==> src/rtl/pong_pkg.sv <==
// rtl/pong_pkg.sv - shared raster geometry, segment constants and scan FSM states
package pong_pkg;
  localparam int COORD_W     = 12;
  localparam int H_ACTIVE    = 640;
  localparam int H_TOTAL     = 800;
  localparam int V_TOTAL     = 525;
  localparam int SEG_SIZE    = 10;
  localparam int SEG_COUNT   = 64;
  localparam int HIT_SLOTS   = 8;
  localparam int OFFSCREEN_Y = 720;
  localparam int ADDR_W      = $clog2(SEG_COUNT);

  typedef enum logic [1:0] {S_IDLE, S_SCAN, S_DONE} scan_state_t;

  // v inside [lo, lo+SEG_SIZE); one extra bit so a span near the top never wraps
  function automatic logic in_span(input logic [COORD_W-1:0] lo, input logic [COORD_W-1:0] v);
    logic [COORD_W:0] lo_e, v_e;
    lo_e = {1'b0, lo};
    v_e  = {1'b0, v};
    return (v_e >= lo_e) && (v_e < lo_e + (COORD_W+1)'(SEG_SIZE));
  endfunction
endpackage

==> src/rtl/body_scan_reader_if.sv <==
// rtl/body_scan_reader_if.sv - segment stack read port (reader is master, stack is slave)
interface body_scan_reader_if;
  import pong_pkg::*;
  logic               rd_en;
  logic [ADDR_W-1:0]  rd_addr;
  logic [COORD_W-1:0] rd_x;
  logic [COORD_W-1:0] rd_y;

  modport master (output rd_en, rd_addr, input rd_x, rd_y);
  modport slave  (input rd_en, rd_addr, output rd_x, rd_y);
endinterface

==> src/rtl/seg_hit_list.sv <==
// rtl/seg_hit_list.sv - double-buffered head + HIT_SLOTS hit list with per-pixel match
module seg_hit_list
  import pong_pkg::*;
(
  input  logic               clk,
  input  logic               clear,
  input  logic               insert,
  input  logic               insert_head,
  input  logic [COORD_W-1:0] insert_x,
  input  logic               swap,
  input  logic [COORD_W-1:0] pix_x,
  output logic               head_match,
  output logic               slot_match,
  output logic               drop
);
  localparam int N_W = $clog2(HIT_SLOTS + 1);
  localparam int I_W = $clog2(HIT_SLOTS);

  logic [COORD_W-1:0] back_x  [HIT_SLOTS];
  logic [COORD_W-1:0] front_x [HIT_SLOTS];
  logic [COORD_W-1:0] back_hx, front_hx;
  logic               back_hv, front_hv;
  logic [N_W-1:0]     back_n, front_n;
  logic               full;

  assign full = back_n == N_W'(HIT_SLOTS);
  assign drop = insert && !insert_head && full;

  always_ff @(posedge clk) begin
    if (clear) begin
      back_n   <= '0;
      front_n  <= '0;
      back_hv  <= 1'b0;
      front_hv <= 1'b0;
    end else if (swap) begin
      front_x  <= back_x;
      front_hx <= back_hx;
      front_hv <= back_hv;
      front_n  <= back_n;
      back_n   <= '0;
      back_hv  <= 1'b0;
    end else if (insert) begin
      if (insert_head) begin
        back_hx <= insert_x;
        back_hv <= 1'b1;
      end else if (!full) begin
        back_x[back_n[I_W-1:0]] <= insert_x;
        back_n                  <= back_n + N_W'(1);
      end
    end
  end

  // slots fill from 0 upward, so slot i is live exactly when i < front_n
  always_comb begin
    slot_match = 1'b0;
    for (int i = 0; i < HIT_SLOTS; i++)
      if (N_W'(i) < front_n && in_span(front_x[i], pix_x)) slot_match = 1'b1;
  end

  assign head_match = front_hv && in_span(front_hx, pix_x);
endmodule

==> src/rtl/body_scan_reader.sv <==
// rtl/body_scan_reader.sv - blanking-time segment scan into a hit list, registered body/head pixel flags
// BODY_SCAN_OVERFLOW_EN: when defined, overflow is a sticky flag for dropped hits and late swaps
module body_scan_reader
  import pong_pkg::*;
(
  input  logic               VGA_CLK,
  input  logic               reset,
  input  logic               start,
  input  logic [COORD_W-1:0] CounterX,
  input  logic [COORD_W-1:0] CounterY,
  body_scan_reader_if.master stk,
  output logic               body_on,
  output logic               head_on,
  output logic               scan_busy,
  output logic               overflow
);
  localparam int CNT_W = ADDR_W + 1;

  scan_state_t        state, state_nxt;
  logic [CNT_W-1:0]   cnt;
  logic [COORD_W-1:0] target;
  logic               cmp_valid;
  logic [ADDR_W-1:0]  cmp_idx;
  logic clear, trigger, swap, active, last_cmp, late_swap;
  logic hit, insert, drop, head_match, slot_match;

  assign clear     = !reset || !start;
  assign trigger   = CounterX == COORD_W'(H_ACTIVE);
  assign swap      = CounterX == COORD_W'(H_TOTAL - 1);
  assign active    = CounterX < COORD_W'(H_ACTIVE);
  assign last_cmp  = cnt == CNT_W'(SEG_COUNT);
  assign late_swap = swap && state == S_SCAN;
  assign hit       = in_span(stk.rd_y, target);
  // the swap owns the back buffer on its cycle; a compare landing there is lost
  assign insert    = cmp_valid && state == S_SCAN && hit && !swap;

  always_ff @(posedge VGA_CLK) begin
    if (clear) state <= S_IDLE;
    else       state <= state_nxt;
  end

  always_comb begin
    state_nxt = state;
    case (state)
      S_IDLE:  if (trigger) state_nxt = S_SCAN;
      S_SCAN:  if (swap) state_nxt = S_IDLE;
               else if (last_cmp) state_nxt = S_DONE;
      S_DONE:  if (swap) state_nxt = S_IDLE;
      default: state_nxt = S_IDLE;
    endcase
  end

  always_comb begin
    scan_busy   = state == S_SCAN;
    stk.rd_en   = scan_busy && cnt < CNT_W'(SEG_COUNT);
    stk.rd_addr = stk.rd_en ? cnt[ADDR_W-1:0] : '0;
  end

  always_ff @(posedge VGA_CLK) begin
    if (clear) begin
      cnt       <= '0;
      target    <= '0;
      cmp_valid <= 1'b0;
      cmp_idx   <= '0;
    end else begin
      cmp_valid <= stk.rd_en;
      cmp_idx   <= stk.rd_addr;
      if (state == S_IDLE && trigger) begin
        cnt    <= '0;
        target <= (CounterY == COORD_W'(V_TOTAL - 1)) ? '0 : CounterY + COORD_W'(1);
      end else if (state == S_SCAN) begin
        cnt <= cnt + CNT_W'(1);
      end
    end
  end

  seg_hit_list u_hits (
    .clk         (VGA_CLK),
    .clear       (clear),
    .insert      (insert),
    .insert_head (cmp_idx == '0),
    .insert_x    (stk.rd_x),
    .swap        (swap),
    .pix_x       (CounterX),
    .head_match  (head_match),
    .slot_match  (slot_match),
    .drop        (drop)
  );

  always_ff @(posedge VGA_CLK) begin
    if (clear) begin
      head_on <= 1'b0;
      body_on <= 1'b0;
    end else begin
      head_on <= active && head_match;
      body_on <= active && (head_match || slot_match);
    end
  end

`ifdef BODY_SCAN_OVERFLOW_EN
  logic ovf_q;
  always_ff @(posedge VGA_CLK) begin
    if (clear)                  ovf_q <= 1'b0;
    else if (drop || late_swap) ovf_q <= 1'b1;
  end
  assign overflow = ovf_q;
`else
  logic unused_ovf;
  assign unused_ovf = drop | late_swap;
  assign overflow   = 1'b0;
`endif
endmodule

==> src/flat_wrapper.sv <==
// flat-port wrapper written by rule: the top's interface ports become plain ports
module body_scan_reader_flat import pong_pkg::*;
  (VGA_CLK, reset, start, CounterX, CounterY, body_on, head_on, scan_busy, overflow, stk_rd_en, stk_rd_addr, stk_rd_x, stk_rd_y);
  body_scan_reader_if stk_i ();
  input  logic VGA_CLK;
  input  logic reset;
  input  logic start;
  input  logic [COORD_W-1:0] CounterX;
  input  logic [COORD_W-1:0] CounterY;
  output logic body_on;
  output logic head_on;
  output logic scan_busy;
  output logic overflow;
  output wire logic [$bits(stk_i.rd_en)-1:0] stk_rd_en;
  output wire logic [$bits(stk_i.rd_addr)-1:0] stk_rd_addr;
  input wire logic [$bits(stk_i.rd_x)-1:0] stk_rd_x;
  input wire logic [$bits(stk_i.rd_y)-1:0] stk_rd_y;
  assign stk_rd_en = stk_i.rd_en;
  assign stk_rd_addr = stk_i.rd_addr;
  assign stk_i.rd_x = stk_rd_x;
  assign stk_i.rd_y = stk_rd_y;
  body_scan_reader u_core (.VGA_CLK(VGA_CLK), .reset(reset), .start(start), .CounterX(CounterX), .CounterY(CounterY), .stk(stk_i), .body_on(body_on), .head_on(head_on), .scan_busy(scan_busy), .overflow(overflow));
endmodule
==> config.mk <==
export PLATFORM = sky130hd
export DESIGN_NAME = body_scan_reader_flat
export DESIGN_NICKNAME = d
export VERILOG_FILES = /design/src/rtl/pong_pkg.sv /design/src/rtl/body_scan_reader_if.sv /design/src/rtl/seg_hit_list.sv /design/src/rtl/body_scan_reader.sv /design/src/flat_wrapper.sv
export SDC_FILE = /design/constraint.sdc
export NUM_CORES = 1
export LEC_CHECK = 0
export ABC_AREA = 1
export BUFFER_PORTS_ARGS = -buffer_cell sky130_fd_sc_hd__clkbuf_2
export CAP_MARGIN = 0
export CORE_MARGIN = 1.5
export CORE_UTILIZATION = 45
export DETAILED_ROUTE_END_ITERATION = 10
export PLACE_DENSITY = 0.69
export SLEW_MARGIN = 20
export SYNTH_ARGS = -nofsm -noshare
export SYNTH_HDL_FRONTEND = slang
export SYNTH_SLANG_ARGS = --single-unit
==> constraint.sdc <==
create_clock -name VGA_CLK -period 16 [get_ports VGA_CLK]
set_input_delay 1.6 -clock VGA_CLK [delete_from_list [all_inputs] [get_ports VGA_CLK]]
set_output_delay 1.6 -clock VGA_CLK [all_outputs]
set_load 0.1 [all_outputs]
==> metrics <==
Detail Route Antenna Nets=0; Synth Flop Type=edfxtp_1; Int Pwr=1.115 mW; Post-Place Cells=2217; GRT overflow=0; final slew viol count=0; P&R area growth vs syn=10.80%; Hold Path Cell Cnt=0; post-CTS resize count=0; required time worst endpoint=16130 ps; die outline width=191.5 um; Leak=8.014 nW; Die Height=191.5 um; number of clock sinks seen by CTS=256; CTS H-Tree Depth=1; Post-layout nets=2086; DIE AREA=36690 sq um; Commonest cells post-synth=nand2_1, inv_1, ha_1; final instance area=17720 sq um; Yosys top cell area share=0.4055; reg2reg path depth=13; Clock Pin Slew Worst Setup and Hold Paths=60 ps; number of port buffers=60; Clock Skew=14.18 ps; Clk Latency, worst-skew pair=510 ps; Setup Fix Bufs, Post-CTS=0; Switching Fraction=0.2146; core area=34800 sq um; Mean Syn Cell Area=9.387 sq um; CTS tree=built; synthesized flop and latch total=256; Total Routing Usage GR=0.2070; IR drop worst, VDD=0.08605 mV; first-pass GRT wire length=58.73 mm; clock share of power=0.423; most frequent cell after synthesis=nand2_1; drt drc=0; critical path fanouts, max=12; Hold Crit Start=u_core.u_hits.back_x[61]$_DFFE_PP_; wire per inst=16.38 um; Net Switching=0.3046 mW; largest net degree at the start of global routing=71; I/O Pins=62; top cell type by total area after synthesis=edfxtp_1; setup TNS=0 ps; Starting Density=0.4597; Setup violations, final=0; DP Wirelength=28.54 mm; Yosys warning total=0; FFs w/ async S/R, synth=0; Worst R2R End=u_core.head_on$_SDFF_PP0_; Post-Syn Nets=2001; r2r setup slk=12970 ps; layout cell share with drive strength beyond 1=0.06368; Unique masters post-synth=41; Worst Setup Start Kind=primary input; Seq pwr share=0.505; RSZ-0062 raised after global routing=no; crit share post-route=0.2692; final hold slack=415.5 ps; largest cells by area after synthesis=edfxtp_1, ha_1, nand2_1, inv_1, xor2_1; number of DRC markers in iteration 0=806; Syn Std Cell Area=16000 sq um; DR vias=11810; placed inst area=16870 sq um; ant diodes=0; placer congestion estimate=0.9069; post-synthesis sequential area ratio=0.4556; Critical Path End Type=register; clk root buf=clkbuf_16; drt pass-1 iters=8; total CTS buffers=25; HP Class=register to register; hold path endpoint=u_core.u_hits.front_x[61]$_DFFE_PP_; Post-Route WL=37.03 mm; Gate power share=0.071; Power Density=80.09 nW/um^2; Worst-Margin Slew=1033 ps; Site Rows=68; vias in the first global route=11320; fin cells=2261; Final Hold Fails=0; WS Path Type=primary input to register; Cells after Synth=1704; # Max-Cap Violations=0; Rel. slew slack=0.3087; min Tclk post-route=4307 ps; reg2reg start=u_core.u_hits.front_hx[1]$_DFFE_PP_; status=finished clean; EDFF count, synth=216; crit path DAT=4430 ps; f_max=232.2 MHz; clk buf depth=3; routed vias/inst=5.224; initial antenna violation count=0; # hold bufs at CTS=0
[area by class of cell]
type | count | area [sq um]
clock buffer | 31 | 668.1
clock inverter | 13 | 187.7
fill | 3127 | 17080
inverter | 251 | 943.4
multi-input combinational | 1193 | 7752
sequential | 256 | 7287
tap | 455 | 569.3
timing repair buffer | 62 | 315.3
[stage by stage]
step / power [mW] / utilization / setup WS, ps
global placement: 0.8288 / 0.4847 / 11270
finish: 1.419 / 0.5093 / 11690
detailed placement: 0.8329 / 0.4847 / 11130
floorplan: 0.7892 / - / 3031
CTS: 1.430 / 0.5093 / 11670
global route: 1.470 / 0.5093 / 11400
[worst max-delay path, cell delays in order]
cell and delay, ps:
clkbuf_2 120, inv_1 70, o21ai_2 210, nand3_1 180, nor2_1 170, xor2_1 160
ha_1 260, a21oi_1 140, o31a_1 140, a21oi_1 100, nor2_4 190, nand3_4 120
clkinv_2 100, nand2_1 90, nor2_1 770
[cells in the final DEF (no fill, tap or decap), types with 5 or more instances in the layout]
| cell | count |
|---|---|
| nand2_1 | 347 |
| inv_1 | 249 |
| ha_1 | 246 |
| edfxtp_1 | 216 |
| nor2_1 | 171 |
| xor2_1 | 93 |
| a21oi_1 | 89 |
| nand3_1 | 71 |
| clkbuf_2 | 60 |
| o21ai_0 | 47 |
| dfxtp_1 | 40 |
| nand4_1 | 36 |
| clkbuf_16 | 25 |
| nor3_1 | 21 |
| a21o_1 | 7 |
| o21a_1 | 7 |
| nand3b_1 | 6 |
| nor4_1 | 6 |
| nor2_2 | 5 |
| o22ai_1 | 5 |
| o21bai_1 | 5 |
| and2_1 | 5 |
[registers in the layout, indices dropped and copies added (netlist names)]
signal	count
u_core.target	12
u_core.u_hits.back_n	4
u_core.head_on	1
u_core.cmp_idx	6
u_core.cmp_valid	1
u_core.u_hits.back_hv	1
u_core.u_hits.front_x	96
u_core.body_on	1
u_core.state	2
u_core.cnt	7
u_core.u_hits.front_n	4
u_core.u_hits.back_x	96
u_core.u_hits.front_hx	12
u_core.u_hits.back_hx	12
u_core.u_hits.front_hv	1
[kinds of logic after synthesis]
kind of cell,Yosys count,synth area share
simple gates,678,0.1797
flops,256,0.4556
buf+inv,255,0.06015
fa+ha+maj,246,0.1924
compound gates,173,0.05992
xor+xnor,95,0.05202
other cells,1,0.0002344
[layer usage]
layer  up-vias  routed length (um)  track usage
met5         -                   0            0
met4         0                 938      0.06100
met3        61                2192      0.01634
met2       349               16070       0.3269
met1      5485               17830       0.3032
li1       5916                   -            -
[power by group through the flow]
stage	Sequential (mW)	Clock [mW]	Combinational, mW
floorplan	0.731	0	0.0578
finish	0.717	0.601	0.101
global route	0.716	0.637	0.117
detailed placement	0.731	0	0.102
CTS	0.717	0.611	0.102
global placement	0.731	0	0.0975
[worst max-delay path by stage]
stage | start | endpoint | slack [ps] | cells after the start
after floorplan | CounterX[5] | u_core.u_hits.front_hx[0]$_DFFE_PP_ | 3030 | 3
after global placement | stk_rd_y[1] | u_core.u_hits.back_x[34]$_DFFE_PP_ | 11270 | 16
after detailed placement | stk_rd_y[1] | u_core.u_hits.back_x[34]$_DFFE_PP_ | 11130 | 15
after CTS | stk_rd_y[1] | u_core.u_hits.back_x[28]$_DFFE_PP_ | 11670 | 15
after global routing | stk_rd_y[1] | u_core.u_hits.back_x[28]$_DFFE_PP_ | 11400 | 15
final | stk_rd_y[1] | u_core.u_hits.back_x[28]$_DFFE_PP_ | 11690 | 15
Note: power is estimated with default switching activity, not from simulation.
